## src/rtl/rf_wr_arbiter_pkg.sv

```systemverilog
// ----------------------------------------------------------------------------
// rf_wr_arbiter_pkg
//   Shared constants and types for the register-file write arbiter: data
//   width, register index width, register count and the buffered
//   long-latency result entry.
// ----------------------------------------------------------------------------
package rf_wr_arbiter_pkg;

  // Architectural data width.
  localparam int XLEN   = 32;
  // Register index width and register count.
  localparam int REG_AW = 5;
  localparam int NREG   = 32;

  typedef logic [REG_AW-1:0] reg_idx_t;
  typedef logic [XLEN-1:0]   xdata_t;
  typedef logic [NREG-1:0]   reg_mask_t;

  // One buffered long-unit result: destination register plus its data.
  typedef struct packed {
    reg_idx_t rd;
    xdata_t   wd;
  } wb_entry_t;

  // x0 is hardwired to zero, so writes aimed at it are dropped.
  function automatic logic is_x0(input reg_idx_t r);
    return (r == '0);
  endfunction

  // One-hot decode of a register index into a scoreboard mask.
  function automatic reg_mask_t reg_onehot(input reg_idx_t r);
    reg_mask_t m;
    m    = '0;
    m[r] = 1'b1;
    return m;
  endfunction

endpackage : rf_wr_arbiter_pkg

```

## src/rtl/rf_wr_arbiter_if.sv

```systemverilog
// ----------------------------------------------------------------------------
// rf_wr_arbiter_if
//   Bundles every signal between the arbiter and its neighbours: the WB stage
//   write request, the long-unit result stream, long-op issue, hazard queries
//   and the register-file write port.
//   master : pipeline / long unit / hazard unit / register file side
//   slave  : the arbiter itself
// ----------------------------------------------------------------------------
interface rf_wr_arbiter_if;
  import rf_wr_arbiter_pkg::*;

  // WB stage write request
  logic     pipe_we;
  reg_idx_t pipe_rd;
  xdata_t   pipe_wd;
  logic     pipe_ready;

  // Long-unit result stream
  logic     lu_valid;
  reg_idx_t lu_rd;
  xdata_t   lu_wd;
  logic     lu_ready;

  // Long-op issue (marks destination busy)
  logic     iss_valid;
  reg_idx_t iss_rd;

  // Hazard-unit queries and answers
  reg_idx_t chk_rs1;
  reg_idx_t chk_rs2;
  reg_idx_t chk_rd;
  logic     busy_rs1;
  logic     busy_rs2;
  logic     busy_rd;

  // Register-file write port
  logic     rf_we;
  reg_idx_t rf_wR;
  xdata_t   rf_wD;

  modport master (
    output pipe_we, pipe_rd, pipe_wd,
    input  pipe_ready,
    output lu_valid, lu_rd, lu_wd,
    input  lu_ready,
    output iss_valid, iss_rd,
    output chk_rs1, chk_rs2, chk_rd,
    input  busy_rs1, busy_rs2, busy_rd,
    input  rf_we, rf_wR, rf_wD
  );

  modport slave (
    input  pipe_we, pipe_rd, pipe_wd,
    output pipe_ready,
    input  lu_valid, lu_rd, lu_wd,
    output lu_ready,
    input  iss_valid, iss_rd,
    input  chk_rs1, chk_rs2, chk_rd,
    output busy_rs1, busy_rs2, busy_rd,
    output rf_we, rf_wR, rf_wD
  );

endinterface : rf_wr_arbiter_if

```

## src/rtl/rf_wr_arbiter_wb_fifo.sv

```systemverilog
// ----------------------------------------------------------------------------
// wb_fifo
//   Small synchronous FIFO holding long-unit results until the register file
//   write port is free. Pointers carry one extra wrap bit, so full and empty
//   come straight from registered state (no same-cycle pass-through).
//   The head entry is visible combinationally; pop_i consumes it at the edge.
// ----------------------------------------------------------------------------
module wb_fifo
  import rf_wr_arbiter_pkg::*;
#(
  parameter int DEPTH = 2
) (
  input  logic      clk,
  input  logic      rst_n,
  input  logic      push_i,
  input  wb_entry_t push_data_i,
  input  logic      pop_i,
  output wb_entry_t head_o,
  output logic      empty_o,
  output logic      full_o
);

  localparam int AW = (DEPTH > 1) ? $clog2(DEPTH) : 1;

  logic [AW:0] wptr_q, wptr_d;
  logic [AW:0] rptr_q, rptr_d;
  wb_entry_t   mem_q [DEPTH];

  logic do_push;
  logic do_pop;

  // Same index with different wrap bits means the writer lapped the reader.
  assign empty_o = (wptr_q == rptr_q);
  assign full_o  = (wptr_q[AW] != rptr_q[AW]) &&
                   (wptr_q[AW-1:0] == rptr_q[AW-1:0]);

  // Guard the strobes locally so a misbehaving caller cannot corrupt pointers.
  assign do_push = push_i && !full_o;
  assign do_pop  = pop_i && !empty_o;

  assign head_o  = mem_q[rptr_q[AW-1:0]];

  // Next pointer values; each pointer advances independently and wraps naturally.
  always_comb begin
    wptr_d = wptr_q;
    rptr_d = rptr_q;
    if (do_push) wptr_d = wptr_q + 1'b1;
    if (do_pop)  rptr_d = rptr_q + 1'b1;
  end

  // Pointer registers, cleared by reset so the FIFO comes up empty.
  // NOTE: sequential state uses non-blocking (<=) so every flop samples pre-edge values.
  always_ff @(posedge clk or negedge rst_n) begin
    if (!rst_n) begin
      wptr_q <= '0;
      rptr_q <= '0;
    end else begin
      wptr_q <= wptr_d;
      rptr_q <= rptr_d;
    end
  end

  // Entry storage, written on push.
  // NOTE: storage has no reset; empty pointers already mark every entry invalid.
  always_ff @(posedge clk) begin
    if (do_push) mem_q[wptr_q[AW-1:0]] <= push_data_i;
  end

endmodule : wb_fifo

```

## src/rtl/rf_wr_arbiter.sv

```systemverilog
// ----------------------------------------------------------------------------
// rf_wr_arbiter
//   Shares the register file's single write port between the in-order WB
//   stage and the long-latency unit (load/div). Long results wait in wb_fifo
//   so the pipe never stalls on them; the pipe normally has priority, but
//   after STARVE_MAX consecutive pipe wins with a non-empty FIFO the FIFO
//   head is forced through and the WB stage is held for one cycle.
//   A busy scoreboard marks registers with an outstanding long write so the
//   hazard unit can stall readers and WAW writers.
// ----------------------------------------------------------------------------
module rf_wr_arbiter
  import rf_wr_arbiter_pkg::*;
#(
  parameter int DEPTH      = 2,
  parameter int STARVE_MAX = 4
) (
  input  logic             clk,
  input  logic             rst_n,
  rf_wr_arbiter_if.slave   bus
);

  localparam int          SW         = $clog2(STARVE_MAX + 1);
  localparam logic [SW-1:0] STARVE_LIM = SW'(STARVE_MAX);

  // FIFO interface
  wb_entry_t fifo_head;
  wb_entry_t fifo_in;
  logic      fifo_empty;
  logic      fifo_full;
  logic      fifo_push;
  logic      fifo_pop;

  // Arbitration
  logic      force_fifo;
  logic      pipe_win;
  logic      fifo_win;

  // Write-port mux
  logic      rf_we;
  reg_idx_t  rf_wr;
  xdata_t    rf_wd;

  // State
  logic [SW-1:0] starve_q, starve_d;
  reg_mask_t     busy_q, busy_d;

  // --------------------------------------------------------------------------
  // Long-result FIFO. lu_ready reflects registered full only, so a result
  // always spends at least one cycle buffered before reaching the rf.
  // --------------------------------------------------------------------------
  assign bus.lu_ready = rst_n && !fifo_full;
  assign fifo_push    = bus.lu_valid && bus.lu_ready;
  assign fifo_in      = '{rd: bus.lu_rd, wd: bus.lu_wd};
  assign fifo_pop     = fifo_win;

  wb_fifo #(
    .DEPTH (DEPTH)
  ) u_wb_fifo (
    .clk         (clk),
    .rst_n       (rst_n),
    .push_i      (fifo_push),
    .push_data_i (fifo_in),
    .pop_i       (fifo_pop),
    .head_o      (fifo_head),
    .empty_o     (fifo_empty),
    .full_o      (fifo_full)
  );

  // Pick the port owner: pipe first unless the FIFO has starved long enough.
  // NOTE: every always_comb output gets a default first, so no path infers a latch.
  always_comb begin
    force_fifo = 1'b0;
    pipe_win   = 1'b0;
    fifo_win   = 1'b0;
    if (rst_n) begin
      force_fifo = (starve_q == STARVE_LIM) && !fifo_empty;
      pipe_win   = !force_fifo && bus.pipe_we;
      fifo_win   = !fifo_empty && (force_fifo || !bus.pipe_we);
    end
  end

  // Drive the rf write port from the winner; x0-destined FIFO entries still pop but never write.
  always_comb begin
    rf_we = 1'b0;
    rf_wr = bus.pipe_rd;
    rf_wd = bus.pipe_wd;
    if (pipe_win) begin
      rf_we = 1'b1;
    end else if (fifo_win) begin
      rf_we = !is_x0(fifo_head.rd);
      rf_wr = fifo_head.rd;
      rf_wd = fifo_head.wd;
    end
  end

  assign bus.rf_we      = rf_we;
  assign bus.rf_wR      = rf_wr;
  assign bus.rf_wD      = rf_wd;
  assign bus.pipe_ready = rst_n && !force_fifo;

  // Count consecutive pipe wins while the FIFO waits; any pop or an empty FIFO restarts it.
  always_comb begin
    starve_d = starve_q;
    if (fifo_empty || fifo_pop) begin
      starve_d = '0;
    end else if (pipe_win && (starve_q != STARVE_LIM)) begin
      starve_d = starve_q + 1'b1;
    end
  end

  // Scoreboard update: pop clears the popped rd, issue sets iss_rd; set is applied last so it wins.
  always_comb begin
    busy_d = busy_q;
    if (fifo_pop) begin
      busy_d = busy_d & ~reg_onehot(fifo_head.rd);
    end
    if (bus.iss_valid && !is_x0(bus.iss_rd)) begin
      busy_d = busy_d | reg_onehot(bus.iss_rd);
    end
    busy_d[0] = 1'b0;
  end

  // Starve counter and scoreboard registers; reset discards all pending state.
  always_ff @(posedge clk or negedge rst_n) begin
    if (!rst_n) begin
      starve_q <= '0;
      busy_q   <= '0;
    end else begin
      starve_q <= starve_d;
      busy_q   <= busy_d;
    end
  end

  // Hazard-unit answers are plain lookups into the registered scoreboard.
  assign bus.busy_rs1 = busy_q[bus.chk_rs1];
  assign bus.busy_rs2 = busy_q[bus.chk_rs2];
  assign bus.busy_rd  = busy_q[bus.chk_rd];

endmodule : rf_wr_arbiter

```

## src/flat_wrapper.sv

```systemverilog
// flat-port wrapper written by rule: the top's interface ports become plain ports
module rf_wr_arbiter_flat import rf_wr_arbiter_pkg::*;
#(
  parameter int DEPTH      = 2,
  parameter int STARVE_MAX = 4
)
  (clk, rst_n, bus_pipe_we, bus_pipe_rd, bus_pipe_wd, bus_pipe_ready, bus_lu_valid, bus_lu_rd, bus_lu_wd, bus_lu_ready, bus_iss_valid, bus_iss_rd, bus_chk_rs1, bus_chk_rs2, bus_chk_rd, bus_busy_rs1, bus_busy_rs2, bus_busy_rd, bus_rf_we, bus_rf_wR, bus_rf_wD);
  rf_wr_arbiter_if bus_i ();
  input  logic clk;
  input  logic rst_n;
  input wire logic [$bits(bus_i.pipe_we)-1:0] bus_pipe_we;
  input wire logic [$bits(bus_i.pipe_rd)-1:0] bus_pipe_rd;
  input wire logic [$bits(bus_i.pipe_wd)-1:0] bus_pipe_wd;
  output wire logic [$bits(bus_i.pipe_ready)-1:0] bus_pipe_ready;
  input wire logic [$bits(bus_i.lu_valid)-1:0] bus_lu_valid;
  input wire logic [$bits(bus_i.lu_rd)-1:0] bus_lu_rd;
  input wire logic [$bits(bus_i.lu_wd)-1:0] bus_lu_wd;
  output wire logic [$bits(bus_i.lu_ready)-1:0] bus_lu_ready;
  input wire logic [$bits(bus_i.iss_valid)-1:0] bus_iss_valid;
  input wire logic [$bits(bus_i.iss_rd)-1:0] bus_iss_rd;
  input wire logic [$bits(bus_i.chk_rs1)-1:0] bus_chk_rs1;
  input wire logic [$bits(bus_i.chk_rs2)-1:0] bus_chk_rs2;
  input wire logic [$bits(bus_i.chk_rd)-1:0] bus_chk_rd;
  output wire logic [$bits(bus_i.busy_rs1)-1:0] bus_busy_rs1;
  output wire logic [$bits(bus_i.busy_rs2)-1:0] bus_busy_rs2;
  output wire logic [$bits(bus_i.busy_rd)-1:0] bus_busy_rd;
  output wire logic [$bits(bus_i.rf_we)-1:0] bus_rf_we;
  output wire logic [$bits(bus_i.rf_wR)-1:0] bus_rf_wR;
  output wire logic [$bits(bus_i.rf_wD)-1:0] bus_rf_wD;
  assign bus_i.pipe_we = bus_pipe_we;
  assign bus_i.pipe_rd = bus_pipe_rd;
  assign bus_i.pipe_wd = bus_pipe_wd;
  assign bus_pipe_ready = bus_i.pipe_ready;
  assign bus_i.lu_valid = bus_lu_valid;
  assign bus_i.lu_rd = bus_lu_rd;
  assign bus_i.lu_wd = bus_lu_wd;
  assign bus_lu_ready = bus_i.lu_ready;
  assign bus_i.iss_valid = bus_iss_valid;
  assign bus_i.iss_rd = bus_iss_rd;
  assign bus_i.chk_rs1 = bus_chk_rs1;
  assign bus_i.chk_rs2 = bus_chk_rs2;
  assign bus_i.chk_rd = bus_chk_rd;
  assign bus_busy_rs1 = bus_i.busy_rs1;
  assign bus_busy_rs2 = bus_i.busy_rs2;
  assign bus_busy_rd = bus_i.busy_rd;
  assign bus_rf_we = bus_i.rf_we;
  assign bus_rf_wR = bus_i.rf_wR;
  assign bus_rf_wD = bus_i.rf_wD;
  rf_wr_arbiter #(.DEPTH(DEPTH), .STARVE_MAX(STARVE_MAX)) u_core (.clk(clk), .rst_n(rst_n), .bus(bus_i));
endmodule
```

## config.mk

```make
export PLATFORM = sky130hd
export DESIGN_NAME = rf_wr_arbiter_flat
export DESIGN_NICKNAME = d
export VERILOG_FILES = /design/src/rtl/rf_wr_arbiter_pkg.sv /design/src/rtl/rf_wr_arbiter_if.sv /design/src/rtl/rf_wr_arbiter_wb_fifo.sv /design/src/rtl/rf_wr_arbiter.sv /design/src/flat_wrapper.sv
export SDC_FILE = /design/constraint.sdc
export NUM_CORES = 1
export LEC_CHECK = 0
export ABC_AREA = 1
export CAP_MARGIN = 20
export CORE_MARGIN = 2
export CORE_UTILIZATION = 51
export DETAILED_ROUTE_END_ITERATION = 10
export PLACE_DENSITY = 0.87
export SYNTH_ARGS = -nofsm -noshare
export SYNTH_HDL_FRONTEND = slang
export SYNTH_SLANG_ARGS = --single-unit
```

## constraint.sdc

```tcl
create_clock -name clk -period 4.3 [get_ports clk]
set_clock_uncertainty 0.1 [all_clocks]
set_input_delay 0.43 -clock clk [delete_from_list [all_inputs] [get_ports clk]]
set_output_delay 0.43 -clock clk [all_outputs]
set_load 0.1 [all_outputs]
```

==> flow_summary_export.csv, run 1 <==
group,metric,value,unit
status,outcome,"finished clean",
finish,nets,1022,
setup_path,cpMaxStageDelayCell,"dfrtp_1",
floorplan,ioPinCount,142,
setup_path,critPathLaunch,"u_core.u_wb_fifo.rptr_q[0]",
synthesis,ys.flop_type,"edfxtp_1",
clocking,numCtsBuffers,9,
detailed_routing,routed_wl,16400,um
clocking,cts_tree,"built",
floorplan,rows,40,
synthesis,synth.most_common_cell,"nand2_1",
clocking,cts_resized,0,
detailed_routing,drtAntennaViolNets,0,
place,dp_hpwl,12000,um
setup_path,crit_chain,"xnor2_2, nand2_2, o211ai_4, buf_4, nand2_1, o21ai_2, buf_4",
synthesis,synth_top_area_frac,0.360,
finish,fin_cells,1073,
place,portBuffers,141,
finish,postLayoutCellArea,8260,um2
timing,finalSetupViolations,0,
timing,min_period,3.27,ns
setup_path,cp_max_fo,76,
synthesis,ys_async_sr_fraction,0.339,
min_path,min_path_type,"in2async",
synthesis,synth_seq_cells,112,
synthesis,synth_edf_count,74,
power,total_power,5.50,mW
timing,max-slew-margin-rel,0.462,
setup_path,critPathLaunchType,"flip-flop",
timing,hold_ws,0.384,ns
synthesis,synth_cells,794,
grt,gr-total-overflow,0,
detailed_routing,drc_errors,0,
timing,fin_crit_sh,0.759,
synthesis,synth_nets,895,
setup_path,cp-end-kind,"output port",
synthesis,synthTopCellsByCount,"434 x nand2_1, 80 x nand3_1, 74 x edfxtp_1, 41 x inv_1, 38 x dfrtp_1",
finish,final_util,0.693,
clocking,cts_hold_buf,1,
synthesis,syn_area_per_cell,7.78,um2
grt,grt_pass1_wl,26500,um
clocking,cts_max_level,3,
clocking,cts_sinks,112,
timing,worst_slew_pin_slew,0.805,ns
place,dp_slack,1.26,ns
floorplan,dieArea,13000,um2
setup_path,criticalPathCategory,"reg2out",
timing,finalSetupTns,0,ns
floorplan,chipWidth,114,um
floorplan,start_util,0.519,
setup_path,max_stage_delay,0.73,ns
power,power_per_cell_area,666,nW/um2
setup_path,r2r_start,"u_core.u_wb_fifo.rptr_q[0]",
floorplan,die_h,114,um
detailed_routing,routedWlPerCell,15.3,um
finish,fill_cells,890,
synthesis,yosys.area.top_type,"edfxtp_1",
timing,slew_violations,0,
timing,setup_ws,1.03,ns
setup_path,required,3.77,ns
clocking,clkTransAtPathRegs,0.07,ns
timing,fmaxAchievable,0.306,GHz
place,gp_congestion,0.915,
setup_path,timing.critical_path.mode_cell,"buf_4",
synthesis,yosysWarnings,0,
finish,area_delta_synth_final,33.6,%
timing,rsz0062_at_grt,"false",
synthesis,syn-cell-area,6180,um2
detailed_routing,viasPerCell,5.38,
detailed_routing,dr.pass1.iters,6,
place,place_area,7930,um2
synthesis,ys_seq_area_frac,0.513,
power,power_leakage,3.72,nW
setup_path,cp.arrival,2.74,ns
detailed_routing,vias,5774,
grt,grt_max_degree,77,
finish,diodes,0,
grt,antenna_found_initial,0,
power,vdd_ir_drop_max,0.464,mV
grt,grt_pass1_vias,5611,
floorplan,core,11900,um2
clocking,clock-root-buffer,"clkbuf_16",
place,dp_cells,1055,
clocking,clkLatencyLatePin,0.36,ns
clocking,postCtsSetupBuffers,0,
synthesis,synth.area.top_cells,"edfxtp_1 36%, nand2_1 26%, dfrtp_1 15%",
clocking,cts_buffer_depth,2,
finish,drive_gt1_frac,0.110,
synthesis,synth.distinct_cells,30,
grt,track_usage,0.260,
run,drv_cap,0,
detailed_routing,drtIter0Drc,541,
timing,finalHoldViolations,0,
power by group:
part	switching, mW	internal, mW	total (mW)
Combinational	2.04	0.911	2.95
Clock	0.398	0.435	0.833
Sequential	0.262	1.46	1.72
kinds of logic after synthesis:
logic type | Yosys count | synth area share
AND/OR/NAND/NOR | 547 | 0.361
flip-flops | 112 | 0.513
adder cells (fa/ha/maj) | 2 | 0.00405
AO/OA/AOI/OAI | 47 | 0.0496
buffers and inverters | 79 | 0.0603
XOR/XNOR | 7 | 0.0111
cell usage in the layout (no fill, tap or decap):
cell	count
a211oi_1	1
a21oi_1	4
buf_12	34
buf_2	1
buf_4	14
clkbuf_16	10
clkdlybuf4s50_1	97
clkinv_2	1
clkinv_4	1
clkinvlp_4	1
dfrtp_1	38
dlygate4sd3_1	1
edfxtp_1	74
ha_1	2
inv_1	41
inv_2	6
inv_4	2
inv_6	1
inv_8	1
nand2_1	434
nand2_2	6
nand3_1	80
nand4_1	2
nor2_1	7
nor2_2	7
nor2_4	7
nor3_1	4
o211ai_4	1
o21ai_0	2
o21ai_1	31
o21ai_2	5
o21ai_4	3
xnor2_1	1
xnor2_2	1
xor2_1	5
worst max-delay path, delay by kind of cell, from the launching register on:
family          cells  cell delay (ns)
xor+xnor            1             0.21
compound gates      2             0.17
buf+inv             2             0.96
flops               1             0.73
simple gates        2             0.25
layer usage:
| layer | share of wire | track usage |
|---|---|---|
| met1 | 0.38 | 0.313 |
| met2 | 0.51 | 0.448 |
| met3 | 0.077 | 0.0540 |
| met4 | 0.036 | 0.120 |
| met5 | 0 | 0 |
flip-flops by register name, indices dropped and copies added (netlist names):
| signal | flops |
|---|---|
| u_core.starve_q | 3 |
| u_core.u_wb_fifo.rptr_q | 2 |
| u_core.u_wb_fifo.wptr_q | 2 |
| u_core.busy_q | 31 |
| u_core.u_wb_fifo.mem_q | 74 |
cell type report:
cell class	count	area, um2	share of cell area
sequential	112	3170	0.384
multi-input combinational	603	2650	0.321
timing repair buffer	147	1770	0.215
clock buffer	10	250	0.0303
tap	147	184	0.0223
inverter	48	183	0.0221
clock inverter	6	47.5	0.00576
final timing paths:
check                      slack, ns  depth (start not counted)                       endpoint
min in group clk                0.41                          2               u_core.busy_q[6]
min                             0.38                          2             u_core.starve_q[2]
max in group asynchronous       3.00                          3              u_core.busy_q[15]
min reg2reg                     0.41                          2               u_core.busy_q[6]
max reg2reg                     1.63                          5  u_core.u_wb_fifo.mem_q[1][14]
max                             1.03                          7                   bus_rf_wR[2]
(Power assumes the default switching activity.)
==> run 2, diff against run 1 <==
--- a/config.mk
+++ b/config.mk
@@ -8,9 +8,9 @@
 export ABC_AREA = 1
 export CAP_MARGIN = 20
 export CORE_MARGIN = 2
-export CORE_UTILIZATION = 51
+export CORE_UTILIZATION = 46
 export DETAILED_ROUTE_END_ITERATION = 10
-export PLACE_DENSITY = 0.87
+export PLACE_DENSITY = 0.83
 export SYNTH_ARGS = -nofsm -noshare
 export SYNTH_HDL_FRONTEND = slang
 export SYNTH_SLANG_ARGS = --single-unit
==> constraint.sdc (replaced) <==
create_clock -name clk -period 2.75 [get_ports clk]
set_clock_uncertainty 0.1 [all_clocks]
set_input_delay 0.275 -clock clk [delete_from_list [all_inputs] [get_ports clk]]
set_output_delay 0.275 -clock clk [all_outputs]
set_load 0.1 [all_outputs]
==> run 2 against run 1 <==
Net effect: critical path depth up 2; cell area up 3.0%; worst hold slack worse by 0.15 ns; global-route usage down 1.8 points; die area up 10%; sequential share of layout area down 1.1 points; largest cell class unchanged; routed wire length up 3.3%; register-to-register slack worse by 0.91 ns; first-iteration DRC count down 3.0%; setup slack worse by 0.86 ns; final cell count up 3.6%; largest power group unchanged; flip-flop and latch count unchanged.
==> flow_summary_export.csv, run 2 (synthesis gave the netlist of run 1 again) <==
group,metric,value,unit
status,outcome,"finished clean",
setup_path,cp-end-kind,"output port",
run,drv_cap,0,
grt,track_usage,0.242,
grt,grt_max_degree,49,
clocking,numCtsBuffers,9,
finish,nets,1032,
detailed_routing,routedWlPerCell,15.2,um
finish,largest_reg_flops,74,
timing,hold_ws,0.235,ns
power,total_power,8.76,mW
timing,max-slew-margin-rel,0.577,
floorplan,chipWidth,120,um
floorplan,dieArea,14400,um2
timing,setup_ws,0.178,ns
timing,finalHoldViolations,0,
clocking,clock-root-buffer,"clkbuf_16",
floorplan,ioPinCount,142,
detailed_routing,drtAntennaViolNets,0,
power,power_per_cell_area,1030,nW/um2
detailed_routing,routed_wl,16900,um
setup_path,timing.critical_path.mode_cell,"nand2_1",
finish,final_common_cell,"nand2_1",
place,portBuffers,141,
setup_path,criticalPathCategory,"reg2out",
clocking,clkLatencyLatePin,0.35,ns
place,dp_slack,0.372,ns
finish,diodes,0,
min_path,min_path_type,"in2async",
timing,finalSetupTns,0,ns
floorplan,core,13200,um2
clocking,clkTransAtPathRegs,0.07,ns
grt,grt_pass1_wl,27600,um
floorplan,die_h,120,um
setup_path,crit_chain,"inv_1, ha_1, nand2_1, inv_1, o211ai_4, buf_6, nand2_1, nand2_1, buf_12",
clocking,cts_buffer_depth,2,
detailed_routing,dr.pass1.iters,8,
finish,drive_gt1_frac,0.122,
place,gp_congestion,0.901,
setup_path,cpMaxStageDelayCell,"dfrtp_1",
timing,finalSetupViolations,0,
detailed_routing,vias,5776,
timing,fmaxAchievable,0.389,GHz
clocking,cts_max_level,3,
setup_path,cp_top_family,"buffers and inverters",
clocking,cts_sinks,112,
floorplan,rows,42,
timing,min_period,2.57,ns
grt,gr-total-overflow,0,
place,dp_cells,1095,
setup_path,cp.arrival,2.20,ns
grt,grt_pass1_vias,5663,
finish,most-common-layout-cells,"434 x nand2_1, 97 x clkdlybuf4s50_1, 80 x nand3_1, 74 x edfxtp_1, 44 x buf_12",
setup_path,cp_max_fo,48,
grt,antenna_found_initial,0,
detailed_routing,drc_errors,0,
detailed_routing,viasPerCell,5.19,
setup_path,required,2.38,ns
timing,worst_slew_pin_slew,0.630,ns
detailed_routing,drtIter0Drc,525,
setup_path,critPathLaunchType,"flip-flop",
timing,fin_crit_sh,0.935,
setup_path,path_buf_inv,4,
clocking,cts_tree,"built",
power,power_leakage,3.81,nW
timing,slew_violations,0,
place,dp_hpwl,12300,um
timing,rsz0062_at_grt,"false",
setup_path,max_stage_delay,0.38,ns
floorplan,start_util,0.469,
finish,area_delta_synth_final,37.6,%
finish,fin_cells,1112,
power,vdd_ir_drop_max,0.820,mV
run 2: repair_timing:
action	CTS	global route
endpoints found under the setup margin	0	17
buffers inserted	0	0
gates resized for setup	0	3
endpoints found under the hold margin	3	0
hold buffers	1	0
run 2: worst paths after layout:
| path | startpoint | to | slack (ns) | depth (start not counted) |
|---|---|---|---|---|
| min in group clk | bus_lu_wd[16] | u_core.u_wb_fifo.mem_q[1][16] | 0.40 | 1 |
| worst max register to register | u_core.u_wb_fifo.rptr_q[0] | u_core.busy_q[5] | 0.72 | 10 |
| worst max-delay path | u_core.starve_q[0] | bus_rf_wD[17] | 0.18 | 9 |
| max in group asynchronous | rst_n | u_core.u_wb_fifo.rptr_q[0] | 1.74 | 3 |
| worst min register to register | u_core.busy_q[2] | u_core.busy_q[2] | 0.40 | 2 |
| worst min-delay path | rst_n | u_core.starve_q[2] | 0.23 | 2 |
run 2: cell type report:
| cell class | count | area (um2) |
|---|---|---|
| clock buffer | 9 | 225 |
| clock inverter | 7 | 63.8 |
| fill | 1034 | 4690 |
| inverter | 48 | 183 |
| multi-input combinational | 603 | 2650 |
| sequential | 112 | 3170 |
| tap | 176 | 220 |
| timing repair buffer | 157 | 1980 |
run 2: power by group:
part / switching (mW) / internal (mW) / leakage (nW)
Sequential: 0.365 / 2.28 / 1.13
Combinational: 3.28 / 1.57 / 2.54
Clock: 0.627 / 0.634 / 0.142
run 2: layer usage:
| metal | vias up | global-route usage | routed length, um |
|---|---|---|---|
| met1 | 2635 | 0.298 | 6650 |
| met2 | 292 | 0.408 | 8290 |
| met3 | 34 | 0.0585 | 1610 |
| met4 | 0 | 0.0956 | 368 |
| met5 | - | 0 | 0 |
| li1 | 2815 | - | - |
run 2: per-stage QoR:
stage / cell area, um2 / util
floorplan: 6190 / -
CTS: 8490 / 0.644
detailed placement: 8190 / 0.621
global placement: 8190 / 0.621
global route: 8500 / 0.645
finish: 8500 / 0.645
